[config.mk]
export PLATFORM = sky130hd
export DESIGN_NAME = maxnet_controller
export DESIGN_NICKNAME = d
export VERILOG_FILES = /design/src/rtl/maxnet_controller.sv
export SDC_FILE = /design/constraint.sdc
export NUM_CORES = 1
export LEC_CHECK = 0
export ABC_AREA = 1
export CORE_AREA = 4 4 58 60
export CTS_CLUSTER_DIAMETER = 60
export CTS_CLUSTER_SIZE = 24
export DETAILED_ROUTE_END_ITERATION = 8
export DIE_AREA = 0 0 62 64
export PLACE_DENSITY = 0.61
export SKIP_LAST_GASP = 1
export SYNTH_ARGS = -nofsm -noshare
export SYNTH_HDL_FRONTEND = slang
export SYNTH_SLANG_ARGS = --single-unit
[constraint.sdc]
create_clock -name clk -period 2.2 [get_ports clk]
set_clock_uncertainty 0.05 [all_clocks]
set_input_delay 0.33 -clock clk [delete_from_list [all_inputs] [get_ports clk]]
set_output_delay 0.33 -clock clk [all_outputs]
set_load 0.005 [all_outputs]
[src/rtl/maxnet_controller.sv]
// maxnet_controller: sequencing FSM for the four-neuron MaxNet datapath.
// Optional iteration limit is enabled by defining MAXNET_CTRL_TIMEOUT_EN.
module maxnet_controller #(
  parameter int unsigned MUL_WAIT = 2,
  parameter int unsigned ITER_W   = 8,
  parameter int unsigned MAX_ITER = 100
) (
  input  logic              clk,
  input  logic              rst,
  input  logic              start,
  input  logic              ack,
  input  logic              dp_done,
  output logic              ldI,
  output logic              ldInit,
  output logic              ldM,
  output logic              ldRes,
  output logic              ldA,
  output logic              ready,
  output logic              busy,
  output logic              valid,
  output logic              timeout,
  output logic [ITER_W-1:0] iter_count
);

  typedef enum logic [3:0] {
    S_IDLE, S_LOAD, S_INIT, S_MUL, S_WAIT, S_ACC, S_UPD, S_CHK, S_DONE
  } state_e;

  localparam int unsigned WAIT_LD = (MUL_WAIT > 0) ? MUL_WAIT - 1 : 0;

  if (MUL_WAIT > 15) begin : g_bad_mul_wait
    $error("maxnet_controller: MUL_WAIT must be in 0..15");
  end
  if (MAX_ITER < 1 || MAX_ITER > (2 ** ITER_W) - 1) begin : g_bad_max_iter
    $error("maxnet_controller: MAX_ITER must be in 1..2^ITER_W-1");
  end

  state_e            state_q, state_d;
  logic [3:0]        wait_q, wait_d;
  logic [ITER_W-1:0] iter_q, iter_d;
  logic              timeout_q, timeout_d;
  logic              at_limit;

`ifdef MAXNET_CTRL_TIMEOUT_EN
  assign at_limit = (iter_q == ITER_W'(MAX_ITER));
`else
  assign at_limit = 1'b0;
`endif

  always_ff @(posedge clk or posedge rst) begin
    if (rst) begin
      state_q   <= S_IDLE;
      wait_q    <= '0;
      iter_q    <= '0;
      timeout_q <= 1'b0;
    end else begin
      state_q   <= state_d;
      wait_q    <= wait_d;
      iter_q    <= iter_d;
      timeout_q <= timeout_d;
    end
  end

  always_comb begin
    state_d   = state_q;
    wait_d    = wait_q;
    iter_d    = iter_q;
    timeout_d = timeout_q;
    unique case (state_q)
      S_IDLE: begin
        if (start) begin
          state_d   = S_LOAD;
          iter_d    = '0;
          timeout_d = 1'b0;
        end
      end
      S_LOAD: state_d = S_INIT;
      S_INIT: state_d = S_CHK;
      S_MUL: begin
        if (MUL_WAIT > 0) begin
          state_d = S_WAIT;
          wait_d  = 4'(WAIT_LD);
        end else begin
          state_d = S_ACC;
        end
      end
      S_WAIT: begin
        if (wait_q == '0) state_d = S_ACC;
        else              wait_d  = wait_q - 4'd1;
      end
      S_ACC: state_d = S_UPD;
      S_UPD: begin
        state_d = S_CHK;
        if (iter_q != '1) iter_d = iter_q + 1'b1;
      end
      // dp_done wins over the iteration limit when both hold in the same CHK
      S_CHK: begin
        if (dp_done) begin
          state_d = S_DONE;
        end else if (at_limit) begin
          state_d   = S_DONE;
          timeout_d = 1'b1;
        end else begin
          state_d = S_MUL;
        end
      end
      S_DONE: begin
        if (ack) state_d = S_IDLE;
      end
      default: state_d = S_IDLE;
    endcase
  end

  always_comb begin
    ldI    = 1'b0;
    ldInit = 1'b0;
    ldM    = 1'b0;
    ldRes  = 1'b0;
    ldA    = 1'b0;
    ready  = 1'b0;
    busy   = 1'b0;
    valid  = 1'b0;
    unique case (state_q)
      S_IDLE: ready = 1'b1;
      S_LOAD: begin ldI = 1'b1;    busy = 1'b1; end
      S_INIT: begin ldInit = 1'b1; busy = 1'b1; end
      S_MUL:  begin ldM = 1'b1;    busy = 1'b1; end
      S_WAIT: busy = 1'b1;
      S_ACC:  begin ldRes = 1'b1;  busy = 1'b1; end
      S_UPD:  begin ldA = 1'b1;    busy = 1'b1; end
      S_CHK:  busy = 1'b1;
      S_DONE: valid = 1'b1;
      default: ;
    endcase
  end

  assign timeout    = timeout_q;
  assign iter_count = iter_q;

endmodule

==> results by group, run 1 <==
Power
  – Pint: between 700 and 800 uW
  – Clock Power Share: 0.115
  – Leak: 0.654 nW
  – Pwr Density: approximately 1100 nW/um2
  – Sw power: ~670 uW
  – Combinational Power Share: 0.569
  – Sw Share: 0.469
  – Reg power frac: 0.316
  – Peak VDD IR: between 0.6 and 0.7 mV
  – Total Power: between 1 and 1.5 mW

Synth
  – Mapped Area: roughly 1100 um2
  – Async SR Flop Fraction: 1.00
  – EDFF count, synth: 0
  – Largest cells by area after synthesis: dfrtp_1 (37%), nand2_1 (14%), nor2_1 (7.6%)
  – Top cell type's share of synthesized area: 0.367
  – Synth area leader: dfrtp_1
  – Post-Syn Instances: 153
  – Post-synthesis net count: ~160
  – Register area share after synthesis: 0.367
  – Avg Cell Area, Syn: 7.12 um2
  – Leading register cell type out of synthesis: dfrtp_1
  – Netlist cell types: 24
  – Synth warn: 0
  – Synth Register Bits: 16

Global routing
  – GR Util All Layers: 0.131
  – Grt ovf: 0
  – Vias in the first global route: just over 900
  – Initial antenna violation count: 0
  – First-pass GRT wire length: approximately 4 mm
  – Largest net degree at the start of global routing: 17

Final layout
  – Nets: between 150 and 200
  – Most frequent standard cell in the layout excluding fill and tap cells: nand2_1
  – Non-filler instance count after layout: ~210
  – Layout cell share with drive strength beyond 1: 0.160
  – Post-route cell area: roughly 1300 um2
  – Layout fillers: just over 300
  – Area taken by multi-input logic gates: 594 um2
  – Most frequent cells in the layout: nand2_1 (41), nor2_1 (21), clkdlybuf4s50_1 (20)
  – Diode count: 0
  – Seq. cell area: around 400 um2
  – P&R area growth vs syn: 23.8%

Clock network
  – Clock Sink Count: 16
  – Clock Latency Late Sink: just under 0.3 ns
  – Root Buffer: clkbuf_4
  – CTS tree: built
  – H-tree depth: 1
  – TritonCTS Buffers: 3
  – Clock slew at reported path FFs: roughly 0.1 ns
  – Clock buffer depth: 2

Worst setup path
  – Worst setup SP type: register
  – Worst path cell trace: nor2_2, nand3_1, inv_1, clkdlybuf4s50_1
  – Critical path capture point type: primary output
  – CP delay by family, top: buffers and inverters
  – Critical Path Fanout Max: 5
  – Buffers & Inverters on Critical Path: 2
  – Worst Path Arrival: 1.73 ns
  – Critical Path Slowest Stage Cell: clkdlybuf4s50_1
  – Worst Path Required: approximately 1.8 ns
  – Setup CP Type: register to primary output
  – Max stage delay on crit path: about 0.5 ns
  – R2R depth: 8
  – Levels on crit path: 4

Placed design
  – Port-buffer cells: 20
  – DP Area: around 1300 um2
  – Final HPWL DP: between 1.5 and 2 mm
  – Cells after DPL: between 200 and 250
  – Placer congestion estimate: 0.846

Timing
  – Fin crit share: 0.957
  – Min Tclk post-route: 2.11 ns
  – Max-slew headroom: 0.569
  – Fmax: 475 MHz
  – RSZ-0062 raised after global routing: true
  – Worst Tran Pin Value: roughly 0.65 ns
  – Pins Over Slew Limit: 0
  – Final Hold Slack: between 0.3 and 0.4 ns
  – Final Setup Violations: 0
  – Setup tns final: 0 ns
  – Final hold vios: 0

Worst hold path
  – Hold crit path type: input port to async pin

Routing
  – Vias per cell: 4.73
  – Overall routed net length: about 2.3 mm
  – Via count: slightly below 1,000
  – 1st-pass router iterations: 4
  – DR WL/cell: about 11 um
  – DR DRC count: 0
  – Antenna Nets Post-Route: 0
  – Initial drt markers: 51

Floorplanning
  – Row Count: 20
  – Initial Util: 0.372
  – # IOs: 22
  – Chip height: about 64 um
  – Die ar.: slightly below 4000 um2
  – Core box area: 2930 um2
  – DIE WIDTH: around 62 um

Flow run
  – Max-cap violations: 0

Status
  – Run status: finished, final reports clean
cell families after synthesis:
logic type               synth area share
other                             0.00344
buffers and inverters              0.0896
AND/OR/NAND/NOR                     0.440
AO/OA/AOI/OAI                      0.0574
flip-flops                          0.367
XOR/XNOR                          0.00804
adder cells (fa/ha/maj)            0.0344
layer usage:
layer	wire length, um	GRT usage	part of all wire	vias to the layer above
met4	12	0.0239	0.0051	0
met5	0	0	0	-
met1	1080	0.177	0.46	445
li1	-	-	-	515
met3	128	0.0384	0.055	2
met2	1130	0.206	0.48	21
flip-flops by register name, summed over array words and instances, names as in the netlist:
| name | cells |
|---|---|
| iter_count | 8 |
| state_q | 4 |
| wait_q | 4 |
per-stage QoR:
step	setup WS, ns	utilization
2_1_floorplan	0.836	-
3_3_place_gp	0.418	0.452
3_5_place_dp	0.372	0.452
4_1_cts	0.0345	0.460
5_1_grt	-0.0239	0.461
6_report	0.0944	0.461
cells in the mapped netlist (2+ instances only):
| master | n |
|---|---|
| nand2_1 | 41 |
| nor2_1 | 22 |
| inv_1 | 19 |
| dfrtp_1 | 16 |
| nand3_1 | 10 |
| inv_2 | 5 |
| nand2_4 | 5 |
| nor2_2 | 5 |
| o21ai_0 | 5 |
| ha_1 | 3 |
| nand2_2 | 3 |
| nand4_1 | 3 |
| nor2_4 | 2 |
| o211ai_1 | 2 |
| o21ai_1 | 2 |
| or2_2 | 2 |
path summary, 6_finish.rpt:
kind	start	to	slack, ns
min in group clk	wait_q[3]	wait_q[3]	0.47
hold / removal	rst	iter_count[1]	0.36
max in group asynchronous	rst	state_q[1]	1.32
hold reg to reg	wait_q[3]	wait_q[3]	0.47
setup / recovery	state_q[3]	ldM	0.09
setup reg to reg	iter_count[0]	iter_count[7]	0.67
layout make-up:
| class | instances | share of cell area |
|---|---|---|
| Sequential cell | 16 | 0.297 |
| Clock buffer | 3 | 0.0167 |
| Tap cell | 33 | 0.0306 |
| Timing Repair Buffer | 20 | 0.148 |
| Multi-Input combinational cell | 112 | 0.441 |
| Inverter | 24 | 0.0668 |
power groups by stage:
stage	Clock, mW	Combinational (mW)	Sequential (mW)
after detailed placement	0	0.818	0.455
after global placement	0	0.804	0.449
final	0.165	0.812	0.450
after CTS	0.166	0.822	0.449
after global routing	0.181	0.926	0.464
after floorplan	0	0.572	0.440
timing repair:
action                     CTS  global route
hold buffers                 0             0
resized for setup            0             1
setup buffers                0             0
setup endpoints to repair    0             3
Note: power is estimated with default switching activity, not from simulation.
==> inputs of run 2 (changes only) <==
--- a/config.mk
+++ b/config.mk
@@ -16,3 +16,4 @@
 export SYNTH_ARGS = -nofsm -noshare
 export SYNTH_HDL_FRONTEND = slang
 export SYNTH_SLANG_ARGS = --single-unit
+export TNS_END_PERCENT = 20
==> results of run 2 <==
Same layout as run 1: the final DEF is identical, and so are final timing and power.
==> inputs of run 3 (changes only) <==
--- a/config.mk
+++ b/config.mk
@@ -11,7 +11,7 @@
 export CTS_CLUSTER_SIZE = 24
 export DETAILED_ROUTE_END_ITERATION = 8
 export DIE_AREA = 0 0 62 64
-export PLACE_DENSITY = 0.61
+export PLACE_DENSITY_LB_ADDON = 0.2
 export SKIP_LAST_GASP = 1
 export SYNTH_ARGS = -nofsm -noshare
 export SYNTH_HDL_FRONTEND = slang
==> results by group, run 3 (synthesis results as in run 1) <==
Worst setup path
  – Setup CP Type: register to primary output
  – Worst Path Arrival: about 1.7 ns
  – Worst Path Required: 1.82 ns
  – Critical path capture point type: primary output
  – Critical Path Fanout Max: 5
  – Worst setup SP type: register

Floorplanning
  – # IOs: 22
  – Row Count: 20
  – Core box area: 2930 um2
  – Initial Util: 0.372
  – DIE WIDTH: between 60 and 70 um
  – Die ar.: between 3000 and 4000 um2
  – Chip height: between 60 and 70 um

Power
  – Leak: between 0.6 and 0.7 nW
  – Sw power: 686 uW
  – Sw Share: 0.462
  – Pwr Density: between 1000 and 1500 nW/um2
  – Reg power frac: 0.305
  – Combinational Power Share: 0.555
  – Total Power: 1.48 mW
  – Clock Power Share: 0.139
  – Peak VDD IR: around 0.76 mV
  – Pint: approximately 800 uW

Routing
  – Vias per cell: about 4.7
  – 1st-pass router iterations: 6
  – Overall routed net length: about 2.3 mm
  – Antenna Nets Post-Route: 0
  – Initial drt markers: 53
  – DR WL/cell: about 11 um
  – Via count: ~980
  – DR DRC count: 0

Placed design
  – Cells after DPL: about 210
  – Placer congestion estimate: around 0.84
  – Final HPWL DP: 1.77 mm
  – Port-buffer cells: 20

Final layout
  – Layout fillers: about 300
  – Nets: 185
  – Most frequent standard cell in the layout excluding fill and tap cells: nand2_1
  – Most frequent cells in the layout: nand2_1 (41), nor2_1 (21), clkdlybuf4s50_1 (20)
  – Seq. cell area: 400 um2
  – Layout cell share with drive strength beyond 1: 0.165
  – Finished Core Util: 0.467
  – Non-filler instance count after layout: between 200 and 250
  – Max reg flops: 8
  – Diode count: 0
  – P&R area growth vs syn: 25.5%
  – Area taken by multi-input logic gates: about 600 um2

Status
  – Run status: finished, final reports clean

Clock network
  – TritonCTS Buffers: 3
  – Cts repair resizes: 0
  – Clock Sink Count: 16
  – Clock Latency Late Sink: roughly 0.29 ns
  – Root Buffer: clkbuf_4
  – Postcts setup bufs: 0
  – CTS Hold Bufs: 0
  – Clock buffer depth: 2
  – CTS tree: built
  – H-tree depth: 1
  – Clock slew at reported path FFs: 0.11 ns

Timing
  – RSZ-0062 raised after global routing: true
  – Worst Tran Pin Value: ~0.65 ns
  – Fmax: 480 MHz
  – Pins Over Slew Limit: 0
  – Final hold vios: 0
  – Min Tclk post-route: 2.08 ns
  – Fin crit share: 0.946
  – Max-slew headroom: 0.567
  – Final Setup Violations: 0
  – Final Hold Slack: around 0.36 ns

Global routing
  – Grt ovf: 0
  – First-pass GRT wire length: 3.93 mm
  – GR Util All Layers: 0.130
  – Largest net degree at the start of global routing: 17
  – Vias in the first global route: ~900
  – Initial antenna violation count: 0

Worst hold path
  – Hold crit path type: input port to async pin

Flow run
  – Max-cap violations: 0
-- run 3: power groups by stage --
stage	Sequential (mW)	Combinational, mW	Clock [mW]
2_1_floorplan	0.440	0.572	0
3_3_place_gp	0.450	0.818	0
3_5_place_dp	0.453	0.824	0
4_1_cts	0.446	0.830	0.217
5_1_grt	0.469	0.931	0.231
6_report	0.453	0.825	0.207
-- run 3: critical path, cell delays in order (launching register included) --
cell and delay, ns:
dfrtp_1 0.47, inv_2 0.11, nand2_2 0.10, nor2_4 0.20
clkdlybuf4s50_1 0.53
-- run 3: layout make-up --
class | count | share of cell area
tap | 33 | 0.0302
timing repair buffer | 20 | 0.146
inverter | 24 | 0.0659
sequential | 16 | 0.293
clock buffer | 4 | 0.0265
multi-input combinational | 112 | 0.438
-- run 3: layer usage --
layer	wire, um	GRT usage	share of wire
met3	72	0.0364	0.031
met4	15	0.0292	0.0064
met5	0	0	0
met1	1070	0.164	0.46
met2	1180	0.215	0.50
-- run 3: final timing paths --
check / start / endpoint / slack, ns / cells past startpoint
max reg2reg: iter_count[0] / iter_count[7] / 0.70 / 8
min: rst / iter_count[2] / 0.36 / 2
max in group asynchronous: rst / state_q[3] / 1.33 / 2
max: state_q[3] / ldA / 0.12 / 4
min in group clk: wait_q[3] / wait_q[3] / 0.48 / 3
min reg2reg: wait_q[3] / wait_q[3] / 0.48 / 3
-- run 3: through the flow --
step	setup TNS, ns	cell area, um2	setup slack [ns]
5_1_grt	-0.0134	1370	-0.00991
4_1_cts	0	1360	0.00159
3_5_place_dp	0	1320	0.362
2_1_floorplan	0	1090	0.836
6_report	0	1370	0.118
3_3_place_gp	0	1320	0.417
